===== config.mk =====
export PLATFORM = sky130hd
export DESIGN_NAME = serial_pattern_gen_moore_flat
export DESIGN_NICKNAME = d
export VERILOG_FILES = /design/src/rtl/serial_pattern_gen_moore_if.sv /design/src/rtl/serial_pattern_gen_moore.sv /design/src/flat_wrapper.sv
export SDC_FILE = /design/constraint.sdc
export NUM_CORES = 1
export LEC_CHECK = 0
export CORE_UTILIZATION = 53
export CTS_CLUSTER_SIZE = 14
export DETAILED_ROUTE_END_ITERATION = 6
export HOLD_SLACK_MARGIN = 0.05
export PLACE_DENSITY = 0.8
export SLEW_MARGIN = 20
export SYNTH_ARGS = -nofsm -noshare
export SYNTH_HDL_FRONTEND = slang
export SYNTH_SLANG_ARGS = --single-unit

===== constraint.sdc =====
create_clock -name clk -period 3.37 [get_ports clk]
set_clock_uncertainty 0.15 [all_clocks]
set_input_delay 0.337 -clock clk [delete_from_list [all_inputs] [get_ports clk]]
set_output_delay 0.337 -clock clk [all_outputs]
set_load 0.01 [all_outputs]

===== src/rtl/serial_pattern_gen_moore_if.sv =====
// Serial pattern generator bus: frame programming in, serial stream out.
// The master side programs frames and the slave side emits the bitstream.
interface serial_pattern_gen_moore_if #(
  parameter int W  = 32,
  parameter int CW = 6
);
  logic          load;
  logic [W-1:0]  data;
  logic [CW-1:0] len;
  logic          start;
  logic          repeat_en;
  logic          x;
  logic          x_valid;
  logic          busy;
  logic          done;
  logic [CW-1:0] match_cnt;
  logic [1:0]    Q;

  modport master (
    output load, data, len, start, repeat_en,
    input  x, x_valid, busy, done, match_cnt, Q
  );

  modport slave (
    input  load, data, len, start, repeat_en,
    output x, x_valid, busy, done, match_cnt, Q
  );
endinterface


===== src/rtl/serial_pattern_gen_moore.sv =====
// Moore serial pattern generator: shifts a programmable-length word out
// MSB-first and keeps an overlapping "101" reference count per frame.
module serial_pattern_gen_moore #(
  parameter int W  = 32,
  parameter int CW = 6
) (
  input logic                     clk,
  input logic                     clear_n,
  serial_pattern_gen_moore_if.slave bus
);
  localparam logic [1:0] IDLE  = 2'b00;
  localparam logic [1:0] SHIFT = 2'b01;
  localparam logic [1:0] DONE  = 2'b10;

  logic [1:0]    state;
  logic [W-1:0]  shift_reg;
  logic [W-1:0]  sh_data;
  logic [CW-1:0] sh_len;
  logic [CW-1:0] bit_cnt;
  logic [CW-1:0] cnt;
  logic [1:0]    hist;

  logic [W-1:0]  fr_data;
  logic [CW-1:0] fr_len;
  logic [CW-1:0] len_eff;
  logic [W-1:0]  aligned;
  logic          go;
  logic          cur;
  logic          hit;

  // A same-cycle load feeds the frame start directly.
  always_comb begin
    fr_data = bus.load ? bus.data : sh_data;
    fr_len  = bus.load ? bus.len  : sh_len;
    len_eff = fr_len;
    if (fr_len == '0 || fr_len > CW'(W))
      len_eff = CW'(W);
    aligned = fr_data << (W - int'(len_eff));
    go  = (state == IDLE && bus.start) ||
          (state == DONE && bus.repeat_en);
    cur = shift_reg[W-1];
    hit = (hist == 2'b10) && cur;
  end

  always_ff @(posedge clk or negedge clear_n) begin
    if (!clear_n) begin
      state     <= IDLE;
      shift_reg <= '0;
      sh_data   <= '0;
      sh_len    <= '0;
      bit_cnt   <= '0;
      cnt       <= '0;
      hist      <= '0;
    end else begin
      if (bus.load) begin
        sh_data <= bus.data;
        sh_len  <= bus.len;
      end
      if (go) begin
        shift_reg <= aligned;
        bit_cnt   <= len_eff;
        cnt       <= '0;
        hist      <= '0;
        state     <= SHIFT;
      end else begin
        unique case (state)
          SHIFT: begin
            shift_reg <= shift_reg << 1;
            bit_cnt   <= bit_cnt - CW'(1);
            hist      <= {hist[0], cur};
            if (hit && cnt != '1)
              cnt <= cnt + CW'(1);
            if (bit_cnt == CW'(1))
              state <= DONE;
          end
          DONE:    state <= IDLE;
          IDLE:    state <= IDLE;
          default: state <= IDLE;
        endcase
      end
    end
  end

  assign bus.x         = (state == SHIFT) & shift_reg[W-1];
  assign bus.x_valid   = (state == SHIFT);
  assign bus.busy      = (state != IDLE);
  assign bus.done      = (state == DONE);
  assign bus.match_cnt = cnt;
  assign bus.Q         = state;
endmodule


===== src/flat_wrapper.sv =====
// flat-port wrapper written by rule: the top's interface ports become plain ports
module serial_pattern_gen_moore_flat 
#(
  parameter int W  = 32,
  parameter int CW = 6
)
  (clk, clear_n, bus_load, bus_data, bus_len, bus_start, bus_repeat_en, bus_x, bus_x_valid, bus_busy, bus_done, bus_match_cnt, bus_Q);
  serial_pattern_gen_moore_if #(.W(W), .CW(CW)) bus_i ();
  input logic clk;
  input logic clear_n;
  input wire logic [$bits(bus_i.load)-1:0] bus_load;
  input wire logic [$bits(bus_i.data)-1:0] bus_data;
  input wire logic [$bits(bus_i.len)-1:0] bus_len;
  input wire logic [$bits(bus_i.start)-1:0] bus_start;
  input wire logic [$bits(bus_i.repeat_en)-1:0] bus_repeat_en;
  output wire logic [$bits(bus_i.x)-1:0] bus_x;
  output wire logic [$bits(bus_i.x_valid)-1:0] bus_x_valid;
  output wire logic [$bits(bus_i.busy)-1:0] bus_busy;
  output wire logic [$bits(bus_i.done)-1:0] bus_done;
  output wire logic [$bits(bus_i.match_cnt)-1:0] bus_match_cnt;
  output wire logic [$bits(bus_i.Q)-1:0] bus_Q;
  assign bus_i.load = bus_load;
  assign bus_i.data = bus_data;
  assign bus_i.len = bus_len;
  assign bus_i.start = bus_start;
  assign bus_i.repeat_en = bus_repeat_en;
  assign bus_x = bus_i.x;
  assign bus_x_valid = bus_i.x_valid;
  assign bus_busy = bus_i.busy;
  assign bus_done = bus_i.done;
  assign bus_match_cnt = bus_i.match_cnt;
  assign bus_Q = bus_i.Q;
  serial_pattern_gen_moore #(.W(W), .CW(CW)) u_core (.clk(clk), .clear_n(clear_n), .bus(bus_i));
endmodule

* Yosys cells after proc, flatten, opt, wreduce, memory -nomap -nowiden
Cells that the tools add are included.
Word-level totals: register bits 86, input bits 43, logic and storage cells 46
Cells by class: add/sub/neg operators 3, $lt $le $gt $ge 1, eq/ne operators 6, shift operators 1, mux-type cells 15, bitwise logic cells 1, reduce and logical (&&, ||, !) cells 12
Operator list (count):
- 32-bit two-way mux | 3
- 6-bit two-way mux | 7
- 32-bit by 32-bit << shifter with 32-bit output | 1
- 2-bit two-way mux | 5
- 6-bit by 6-bit subtractor with 7-bit output, first input constant | 1
- 6-bit by 1-bit adder with 6-bit output, second input constant | 1
- 6-bit by 1-bit == test with 1-bit output, second input constant | 1
- 6-bit greater-than comparator, second input constant | 1
- 6-bit zero test | 1
- 6-bit inequality test, second input constant | 1
- 2-bit nonzero test | 3
- 6-bit by 1-bit subtractor with 6-bit output, second input constant | 1
- 2-bit == test, second input constant | 2
- 1-bit logical AND | 4
- 3-bit by 1-bit inequality test with 1-bit output, second input constant | 1
- 2-bit by 1-bit == test with 1-bit output, second input constant | 1
- 2-bit zero test | 1
- 1-bit logical OR | 2
- 2-bit AND reduction | 1
- 1-bit AND | 1

* Depth between registers and ports, before layout
Gate-level depths: netlist (run 1).
depth after elaboration 7, depth in mapped cells 15, mapped depth without buffers 12

* Least setup slack after synthesis (run 1)
No wires, ideal clock.
kind input port to flip-flop, start input port bus_load, end register u_core.shift_reg[15], setup time 83 ps, arrival 3356 ps, required time 3137 ps, slack -219 ps, cell stages on the path 13, buffers on the path 4, path through buf_6 -> buf_6 -> nor4_1 -> o22ai_1 -> xnor2_1 -> nand2_1 -> ha_1 -> inv_1 -> clkbuf_1 -> buf_1 -> mux4_2 -> o22a_1 -> o22ai_1
On the way: longest elaborated chain between the ends 7
RTL lines:
- start: declaration | line flat_wrapper.sv:11 | input wire logic [$bits(bus_i.load)-1:0] bus_load;
- 6-bit two-way mux | line serial_pattern_gen_moore.sv:34 | fr_len = bus.load ? bus.len : sh_len;
- 6-bit greater-than comparator / 6-bit zero test (equally long branches) | line serial_pattern_gen_moore.sv:36 | if (fr_len == '0 || fr_len > CW'(W))
- 1-bit logical OR | line serial_pattern_gen_moore.sv:36
- 6-bit two-way mux | line serial_pattern_gen_moore.sv:36
- 6-bit by 6-bit subtractor with 7-bit output | line serial_pattern_gen_moore.sv:38 | aligned = fr_data << (W - int'(len_eff));
- 32-bit by 32-bit << shifter with 32-bit output * | line serial_pattern_gen_moore.sv:38
- 32-bit two-way mux * | line serial_pattern_gen_moore.sv:59 | if (go) begin
- end signal: assignment | line serial_pattern_gen_moore.sv:60 | shift_reg <= aligned;
- end signal: assignment | line serial_pattern_gen_moore.sv:68 | shift_reg <= shift_reg << 1;
- end: declaration | line serial_pattern_gen_moore.sv:16 | logic [W-1:0] shift_reg;
Every way passes the cells marked *; elsewhere a longest branch is shown, timed or not. A chain may end at the register's enable or synchronous reset.

* Worst setup path in the final report (run 1)
start register u_core.sh_len[0], end register u_core.shift_reg[30]
On the way: longest elaborated chain between the ends 7
RTL lines:
- start: declaration | line serial_pattern_gen_moore.sv:18 | logic [CW-1:0] sh_len;
- start signal: assignment | line serial_pattern_gen_moore.sv:57 | sh_len <= bus.len;
- 6-bit two-way mux * | line serial_pattern_gen_moore.sv:34
- 6-bit greater-than comparator / 6-bit zero test (equally long branches) | line serial_pattern_gen_moore.sv:36
- 1-bit logical OR | line serial_pattern_gen_moore.sv:36
- 6-bit two-way mux * | line serial_pattern_gen_moore.sv:36
- 6-bit by 6-bit subtractor with 7-bit output * | line serial_pattern_gen_moore.sv:38
- 32-bit by 32-bit << shifter with 32-bit output * | line serial_pattern_gen_moore.sv:38
- 32-bit two-way mux * | line serial_pattern_gen_moore.sv:59
Marked as above.

==> qor.log, run 1 <==
qor: run_status.run_status completed
qor: synth.ys_async_rst_share 1.000
qor: routing.wl_per_cell 20.48 microns
qor: sta.final_hold_viol_count 0
qor: synth.synth_seq_area_share 0.3622
qor: placement.port_buffers 54
qor: sta.actual_slew_at_the_worst_max_slew_pin 0.8241 ns
qor: global_route.grt_antenna_before_repair 0
qor: floorplan.initial_util 0.5457
qor: synth.total_number_of_yosys_warnings 0
qor: critical_path.worstReg2RegStart u_core.sh_len[0]$_DFF_PN0_
qor: pwr.power_frac_comb 0.524
qor: placement.post_dp_cell_area 7062 sq um
qor: placement.routabilityCongestion 0.9840
qor: critical_path.worstPathCellList nor4_2 -> o22ai_1 -> xnor2_1 -> nand2_1 -> ha_1 -> inv_1 -> buf_6 -> mux4_2 -> mux2_2 -> o32ai_1 -> a21o_1
qor: routing.drt-vias-per-instance 6.589
qor: final_layout.layout.nets 760
qor: global_route.grt_util_all_layers 0.3197
qor: hold_path.worst_hold_startpoint bus_load
qor: floorplan.placeableCoreArea 10890 sq um
qor: floorplan.rows 38
qor: final_layout.post-route-cell-area 7297 sq um
qor: cts.htree_levels 3
qor: synth.synth_fp_nets 663
qor: synth.dominant_cell_type_by_area_after_synthesis sky130_fd_sc_hd__dfrtp_1
qor: cts.tritoncts_clock_tree done
qor: global_route.via_count_of_the_first_global_routing_pass 5445
qor: placement.detailedPlacementHpwl 12870 microns
qor: synth.average_cell_area_after_synthesis 9.646 sq um
qor: hold_path.worst_hold_path.endpoint u_core.sh_len[1]$_DFF_PN0_
qor: cts.clk_latency 0.38 ns
qor: global_route.global_route.overflow_total 0
qor: floorplan.fp.dieH 107.9 microns
qor: routing.wirelength 17580 microns
qor: routing.postRouteAntennaNets 0
qor: synth.edff_count_synth 0
qor: synth.synth.top_cell.area_share 0.3622
qor: final_layout.drive_above_1_share 0.2521
qor: synth.synth-seq-cells 86
qor: sta.finalSetupViolCount 0
qor: synth.synth_flop_cell sky130_fd_sc_hd__dfrtp_1
qor: cts.clock_tree.root_cell sky130_fd_sc_hd__clkbuf_8
qor: final_layout.fillCellCount 892
qor: sta.max_slew_margin 0.4506
qor: sta.timing.final.crit_period 3.200 ns
qor: global_route.grt_pass1_wl 28380 microns
qor: synth.synthDistinctLibCells 65
qor: floorplan.fp.dieW 107.9 microns
qor: synth.largest_cells_by_area_after_synthesis sky130_fd_sc_hd__dfrtp_1 (36%), sky130_fd_sc_hd__mux2_2 (7.2%), sky130_fd_sc_hd__mux4_2 (6.4%)
qor: critical_path.timing.critical_path.required 3.54 ns
qor: critical_path.crit-reg2reg-capture u_core.shift_reg[30]$_DFFE_PN0P_
qor: pwr.power_switching_share 0.4024
qor: critical_path.arrival 3.37 ns
qor: cts.cts.reportedPaths.clkPinSlew 0.09 ns
qor: floorplan.floorplan.die_area 11640 sq um
qor: floorplan.boundaryPins 55
qor: routing.post-route-drc-count 0
qor: sta.final_max_slew_viol_count 0
qor: global_route.largest_net_degree_at_the_start_of_global_routing 87
qor: pwr.internal_power 2.861 mW
qor: critical_path.timing.critical_path.slowest_cell_delay 0.51 ns
qor: critical_path.regToRegSetupSlack 0.17 ns
qor: routing.vias 5653
qor: hold_path.hold_path_depth 2
qor: critical_path.critical_path_class flip-flop to flip-flop
qor: cts.cts_num_sinks 86
qor: run.drv_cap 0
qor: placement.dpl.cell_count 841
qor: critical_path.start_kind flip-flop
qor: cts.clockBufferDepth 2
qor: final_layout.antenna_cells_inserted 0
qor: critical_path.crit_path_end_kind flip-flop
qor: hold_path.holdCritPathClass input pin to flip-flop
qor: synth.synthesis.instances 616
qor: sta.period_share 0.9496
qor: routing.first_iter_violations 512
qor: routing.first_pass_iters 6
qor: pwr.sequentialPowerShare 0.321
qor: final_layout.final_cell_count_no_fill 858
qor: sta.clock.fmax 0.3125 GHz
qor: pwr.leakagePower 3.086 nW
qor: cts.cts_setup_buffers 0
qor: synth.syn-cell-area 5942 sq um
qor: pwr.power.density 656.0 nW/um^2
qor: pwr.irDropWorstVdd 0.0006855 V
qor: final_layout.area.growth.synth_to_final 22.80%
qor: cts.cts-buffers-inserted 9
qor: critical_path.path_max_fanout 7
qor: critical_path.worst_r2r_path_depth 11
qor: pwr.pwr-share-clk 0.156
qor: critical_path.critPathSlowestCell sky130_fd_sc_hd__mux4_2
qor: pwr.net-switching-power 1.926 mW
[critical path: cells and delay by family (launching register included)]
family          cells  cell delay [ns]
compound gates      3             0.54
xor+xnor            1             0.23
fa+ha+maj           1             0.32
buf+inv             2             0.27
flops               1             0.42
mux                 2             0.81
simple gates        2             0.39
[what timing repair did]
action	in CTS	in global routing
endpoints found under the hold margin	0	86
resized for setup	0	8
setup endpoints to repair	0	10
hold buffers	0	1
[cells by family (layout without fill, tap and decap cells)]
kind of cell / Yosys count / after routing / synth area share
adders and majority gates: 4 / 4 / 0.008423
buffers and inverters: 68 / 170 / 0.05243
AOI/OAI and AO/OA: 172 / 172 / 0.2139
xor gates and xnor gates: 11 / 11 / 0.01621
and+or+nand+nor: 186 / 186 / 0.1525
muxes: 89 / 89 / 0.1944
DFF: 86 / 86 / 0.3622
[area by class of cell]
type | count | area, sq um | share of cell area
multi-input cells | 462 | 3516 | 0.4818
flip-flops and latches | 86 | 2152 | 0.2949
repair buffers | 136 | 1196 | 0.1639
well taps | 140 | 175.2 | 0.02401
clock buffers | 10 | 127.6 | 0.01749
inverters | 18 | 67.56 | 0.009259
clock inverters | 6 | 62.56 | 0.008573
[routing by layer]
layer,vias to the layer above,track usage,wire length [microns]
met4,0,0.1321,480
met2,298,0.5092,8339
met3,36,0.04661,1348
met1,2775,0.4357,7406
li1,2544,-,-
met5,-,0,0
[stage by stage]
step	power [mW]	hold WS, ns	worst slack (ns)	setup TNS, ns	utilization
5_1_grt	5.080	0.2774	-0.02839	-0.03477	0.6702
2_1_floorplan	3.101	-0.1086	0.05147	0	-
4_1_cts	4.750	0.06530	0.1120	0	0.6661
6_report	4.787	0.2709	0.1698	0	0.6702
3_5_place_dp	3.994	0.3277	-0.2587	-3.611	0.6486
3_3_place_gp	3.910	0.3160	-0.2563	-3.723	0.6486
[placed cells by master, fill, tap and decap left out, types with 5 or more instances in the layout]
cell type,netlist,layout
sky130_fd_sc_hd__a211o_1,5,5
sky130_fd_sc_hd__a21o_1,5,5
sky130_fd_sc_hd__a21oi_1,28,25
sky130_fd_sc_hd__a31oi_1,5,5
sky130_fd_sc_hd__and2_1,6,6
sky130_fd_sc_hd__and3_1,6,6
sky130_fd_sc_hd__buf_4,2,77
sky130_fd_sc_hd__clkbuf_8,0,9
sky130_fd_sc_hd__clkdlybuf4s50_1,0,52
sky130_fd_sc_hd__dfrtp_1,86,86
sky130_fd_sc_hd__inv_1,17,17
sky130_fd_sc_hd__mux2_2,38,38
sky130_fd_sc_hd__mux2i_1,33,32
sky130_fd_sc_hd__mux4_2,17,17
sky130_fd_sc_hd__nand2_1,57,57
sky130_fd_sc_hd__nand2b_1,5,5
sky130_fd_sc_hd__nand3_1,16,16
sky130_fd_sc_hd__nor2_1,34,33
sky130_fd_sc_hd__nor3_1,22,22
sky130_fd_sc_hd__o2111ai_1,12,12
sky130_fd_sc_hd__o211ai_1,6,6
sky130_fd_sc_hd__o21ai_0,30,30
sky130_fd_sc_hd__o221ai_1,8,8
sky130_fd_sc_hd__o22a_1,11,11
sky130_fd_sc_hd__o22ai_1,10,10
sky130_fd_sc_hd__o32a_1,11,11
sky130_fd_sc_hd__o32ai_1,5,5
sky130_fd_sc_hd__or2_2,6,6
sky130_fd_sc_hd__or3_1,12,12
sky130_fd_sc_hd__xnor2_1,6,6
[synth_stat cells, types with 4 or more instances]
| master | instances |
|---|---|
| sky130_fd_sc_hd__a211o_1 | 5 |
| sky130_fd_sc_hd__a211oi_1 | 4 |
| sky130_fd_sc_hd__a21o_1 | 5 |
| sky130_fd_sc_hd__a21oi_1 | 28 |
| sky130_fd_sc_hd__a31oi_1 | 5 |
| sky130_fd_sc_hd__and2_1 | 6 |
| sky130_fd_sc_hd__and3_1 | 6 |
| sky130_fd_sc_hd__buf_1 | 6 |
| sky130_fd_sc_hd__buf_2 | 15 |
| sky130_fd_sc_hd__buf_6 | 4 |
| sky130_fd_sc_hd__clkbuf_1 | 23 |
| sky130_fd_sc_hd__dfrtp_1 | 86 |
| sky130_fd_sc_hd__ha_1 | 4 |
| sky130_fd_sc_hd__inv_1 | 17 |
| sky130_fd_sc_hd__mux2_2 | 38 |
| sky130_fd_sc_hd__mux2i_1 | 33 |
| sky130_fd_sc_hd__mux4_2 | 17 |
| sky130_fd_sc_hd__nand2_1 | 57 |
| sky130_fd_sc_hd__nand2b_1 | 5 |
| sky130_fd_sc_hd__nand3_1 | 16 |
| sky130_fd_sc_hd__nor2_1 | 34 |
| sky130_fd_sc_hd__nor3_1 | 22 |
| sky130_fd_sc_hd__nor4_1 | 5 |
| sky130_fd_sc_hd__o2111ai_1 | 12 |
| sky130_fd_sc_hd__o211ai_1 | 6 |
| sky130_fd_sc_hd__o21a_1 | 4 |
| sky130_fd_sc_hd__o21ai_0 | 30 |
| sky130_fd_sc_hd__o221a_2 | 4 |
| sky130_fd_sc_hd__o221ai_1 | 8 |
| sky130_fd_sc_hd__o22a_1 | 11 |
| sky130_fd_sc_hd__o22ai_1 | 10 |
| sky130_fd_sc_hd__o32a_1 | 11 |
| sky130_fd_sc_hd__o32ai_1 | 5 |
| sky130_fd_sc_hd__or2_2 | 6 |
| sky130_fd_sc_hd__or3_1 | 12 |
| sky130_fd_sc_hd__or4_1 | 4 |
| sky130_fd_sc_hd__xnor2_1 | 6 |
| sky130_fd_sc_hd__xor2_1 | 5 |
[power by group through the flow]
stage / registers, mW / logic (mW) / clock network, mW
6_report: 1.54 / 2.51 / 0.745
5_1_grt: 1.56 / 2.72 / 0.800
4_1_cts: 1.53 / 2.46 / 0.758
3_5_place_dp: 1.55 / 2.45 / 0
3_3_place_gp: 1.53 / 2.38 / 0
2_1_floorplan: 1.50 / 1.60 / 0
[worst max path at each step]
stage                               startpoint                          endpoint  depth (start not counted)
global placement                    bus_len[0]  u_core.shift_reg[24]$_DFFE_PN0P_                         12
CTS                 u_core.sh_len[0]$_DFF_PN0_  u_core.shift_reg[24]$_DFFE_PN0P_                         11
detailed placement                  bus_len[0]  u_core.shift_reg[24]$_DFFE_PN0P_                         12
floorplan                             bus_load  u_core.shift_reg[30]$_DFFE_PN0P_                         13
finish              u_core.sh_len[0]$_DFF_PN0_  u_core.shift_reg[30]$_DFFE_PN0P_                         11
global route        u_core.sh_len[0]$_DFF_PN0_  u_core.shift_reg[30]$_DFFE_PN0P_                         11
(Power assumes the default switching activity.)
==> inputs of run 2 (changes only) <==
--- a/config.mk
+++ b/config.mk
@@ -5,11 +5,12 @@
 export SDC_FILE = /design/constraint.sdc
 export NUM_CORES = 1
 export LEC_CHECK = 0
-export CORE_UTILIZATION = 53
+export CORE_UTILIZATION = 50
+export CTS_BUF_LIST = sky130_fd_sc_hd__clkbuf_8
 export CTS_CLUSTER_SIZE = 14
 export DETAILED_ROUTE_END_ITERATION = 6
 export HOLD_SLACK_MARGIN = 0.05
-export PLACE_DENSITY = 0.8
+export PLACE_DENSITY = 0.77
 export SLEW_MARGIN = 20
 export SYNTH_ARGS = -nofsm -noshare
 export SYNTH_HDL_FRONTEND = slang
==> run 2 against run 1 <==
  * The flow now finishes with violations (DRC)
  * Count of clock-buffer cells in the layout unchanged
  * Register-to-register slack gained 0.02 ns
  * Utilization fell by 3.8 points
  * Non-clock buffer count unchanged
  * Via count fell by 1.5%
  * Sequential power hardly changed
  * Largest cell class unchanged
  * Setup slack improved by 0.023 ns
  * Die area increased by 5.9%
==> qor.log, run 2 (same netlist as run 1, synthesis figures left out) <==
qor: final_layout.fin_util 0.6318
qor: sta.period_share 0.9427
qor: critical_path.worstPathCellList nor4_2 -> o22ai_1 -> xnor2_1 -> nand2_1 -> ha_1 -> buf_4 -> xor2_2 -> buf_12 -> buf_4 -> nor3_1 -> a21oi_1 -> o22ai_1 -> a211o_1
qor: critical_path.worst_r2r_path_depth 13
qor: run_status.failed_checks DRC
qor: final_layout.post-route-cell-area 7276 sq um
qor: routing.wl_per_cell 20.58 microns
qor: routing.vias 5568
qor: global_route.use_met3 0.03827
qor: cts.tritoncts_clock_tree done
qor: global_route.grt_antenna_before_repair 0
qor: hold_path.worst_hold_startpoint bus_load
qor: floorplan.placeableCoreArea 11520 sq um
qor: cts.htree_levels 3
qor: floorplan.initial_util 0.5160
qor: critical_path.crit_path_end_kind flip-flop
qor: routing.drt-vias-per-instance 6.467
qor: critical_path.arrival 3.30 ns
qor: sta.max_slew_margin 0.5275
qor: critical_path.timing.critical_path.from u_core.sh_len[0]$_DFF_PN0_
qor: sta.timing.final.crit_period 3.177 ns
qor: sta.actual_slew_at_the_worst_max_slew_pin 0.7087 ns
qor: floorplan.rows 39
qor: critical_path.critical_path_class flip-flop to flip-flop
qor: global_route.global_route.overflow_total 0
qor: cts.cts.reportedPaths.clkPinSlew 0.08 ns
qor: sta.final_max_slew_viol_count 0
qor: critical_path.start_kind flip-flop
qor: sta.clock.fmax 0.3148 GHz
qor: final_layout.area.growth.synth_to_final 22.45%
qor: routing.first_pass_iters 7
qor: floorplan.fp.dieW 111.0 microns
qor: critical_path.path_max_fanout 13
qor: final_layout.drive_above_1_share 0.2479
qor: pwr.power.density 644.4 nW/um^2
qor: global_route.top_usage_layer met2
qor: floorplan.boundaryPins 55
qor: placement.post_dp_cell_area 7078 sq um
qor: final_layout.layout.cells.most_common sky130_fd_sc_hd__dfrtp_1
qor: floorplan.floorplan.die_area 12320 sq um
qor: hold_path.holdCritPathClass input pin to flip-flop
qor: global_route.groute.layer.met2.usage 0.4990
qor: routing.wirelength 17720 microns
qor: final_layout.layout.nets 760
qor: final_layout.regArea 2152 sq um
qor: critical_path.timing.critical_path.slowest_cell_delay 0.42 ns
qor: critical_path.cp_top_family compound AO/OA/AOI/OAI gates
qor: global_route.grt_pass1_wl 29520 microns
qor: sta.totalNegativeSetupSlack 0 ns
qor: global_route.via_count_of_the_first_global_routing_pass 5612
qor: cts.cts_num_sinks 86
qor: run_status.run_status finished with violations
qor: critical_path.timing.critical_path.depth 13
qor: run.drv_cap 0
qor: final_layout.antenna_cells_inserted 0
qor: pwr.irDropWorstVdd 0.0002388 V
qor: routing.post-route-drc-count 8
qor: routing.postRouteAntennaNets 0
qor: final_layout.final_cell_mix sky130_fd_sc_hd__dfrtp_1 (86), sky130_fd_sc_hd__buf_4 (77), sky130_fd_sc_hd__nand2_1 (57)
qor: cts.cts-buffers-inserted 9
qor: placement.port_buffers 54
qor: floorplan.fp.dieH 111.0 microns
qor: global_route.gr-usage-met1 0.4180
qor: sta.final_hold_viol_count 0
qor: pwr.leakagePower 3.082 nW
qor: critical_path.timing.critical_path.required 3.49 ns
qor: final_layout.area_of_the_multi_input_gates 3505 sq um
qor: placement.detailedPlacementHpwl 13410 microns
qor: sta.rsz0062_at_grt no
qor: routing.first_iter_violations 435
qor: critical_path.critPathSlowestCell sky130_fd_sc_hd__dfrtp_1
qor: critical_path.worst-path-buf-inv 3
qor: final_layout.fillCellCount 983
qor: critical_path.worstReg2RegStart u_core.sh_len[0]$_DFF_PN0_
qor: global_route.largest_net_degree_at_the_start_of_global_routing 55
qor: sta.holdWs 0.3039 ns
qor: cts.clock_tree.root_cell sky130_fd_sc_hd__clkbuf_8
qor: placement.routabilityCongestion 0.9590
qor: cts.clk_latency 0.39 ns
qor: cts.clockBufferDepth 2
qor: global_route.grt_util_all_layers 0.3064
qor: sta.finalSetupViolCount 0
qor: hold_path.hold_path_depth 2
run 2: changes by cell type in the layout (fill, tap and decap cells not counted), sizes merged:
cell	delta
inv	+2
bufinv	-1
clkinvlp	+1
clkinv	-2
run 2: cell type report:
type | instances | share of cell area
sequential | 86 | 0.2958
multi-input combinational | 462 | 0.4817
clock inverter | 6 | 0.004127
timing repair buffer | 136 | 0.1656
clock buffer | 10 | 0.01892
inverter | 18 | 0.009286
tap | 143 | 0.02459
run 2: per-stage QoR:
stage               power (mW)  std cells  setup WS [ns]
global placement         3.940        844        -0.2835
global route             4.983        861      0.0003091
CTS                      4.671        861        0.08764
finish                   4.688        861         0.1929
detailed placement       4.000        844        -0.3056
floorplan                3.101        616        0.05147
run 2: repair_timing:
item	4_1_cts	5_1_grt
hold buffers	1	0
setup buffers	0	0
endpoints found under the hold margin	52	0
resized for setup	0	5
setup endpoints to repair	0	23
run 2: final timing paths:
check	slack, ns	to
setup / recovery	0.19	u_core.shift_reg[28]$_DFFE_PN0P_
hold / removal	0.30	u_core.sh_len[1]$_DFF_PN0_
setup reg to reg	0.19	u_core.shift_reg[28]$_DFFE_PN0P_
hold reg to reg	0.34	u_core.bit_cnt[5]$_DFFE_PN0P_
max in group asynchronous	1.96	u_core.sh_data[15]$_DFF_PN0_
min in group asynchronous	0.39	u_core.shift_reg[30]$_DFFE_PN0P_
run 2: routing by layer:
metal	vias up	share of wire	wire length [microns]
li1	2547	-	-
met2	238	0.47	8391
met4	0	0.026	465
met1	2745	0.44	7733
met5	-	0	0
met3	38	0.064	1129
run 2: power by group:
group          internal, mW  total, mW  switching [mW]
sequential             1.34       1.54           0.204
combinational          1.18       2.48            1.31
clock                 0.279      0.665           0.386
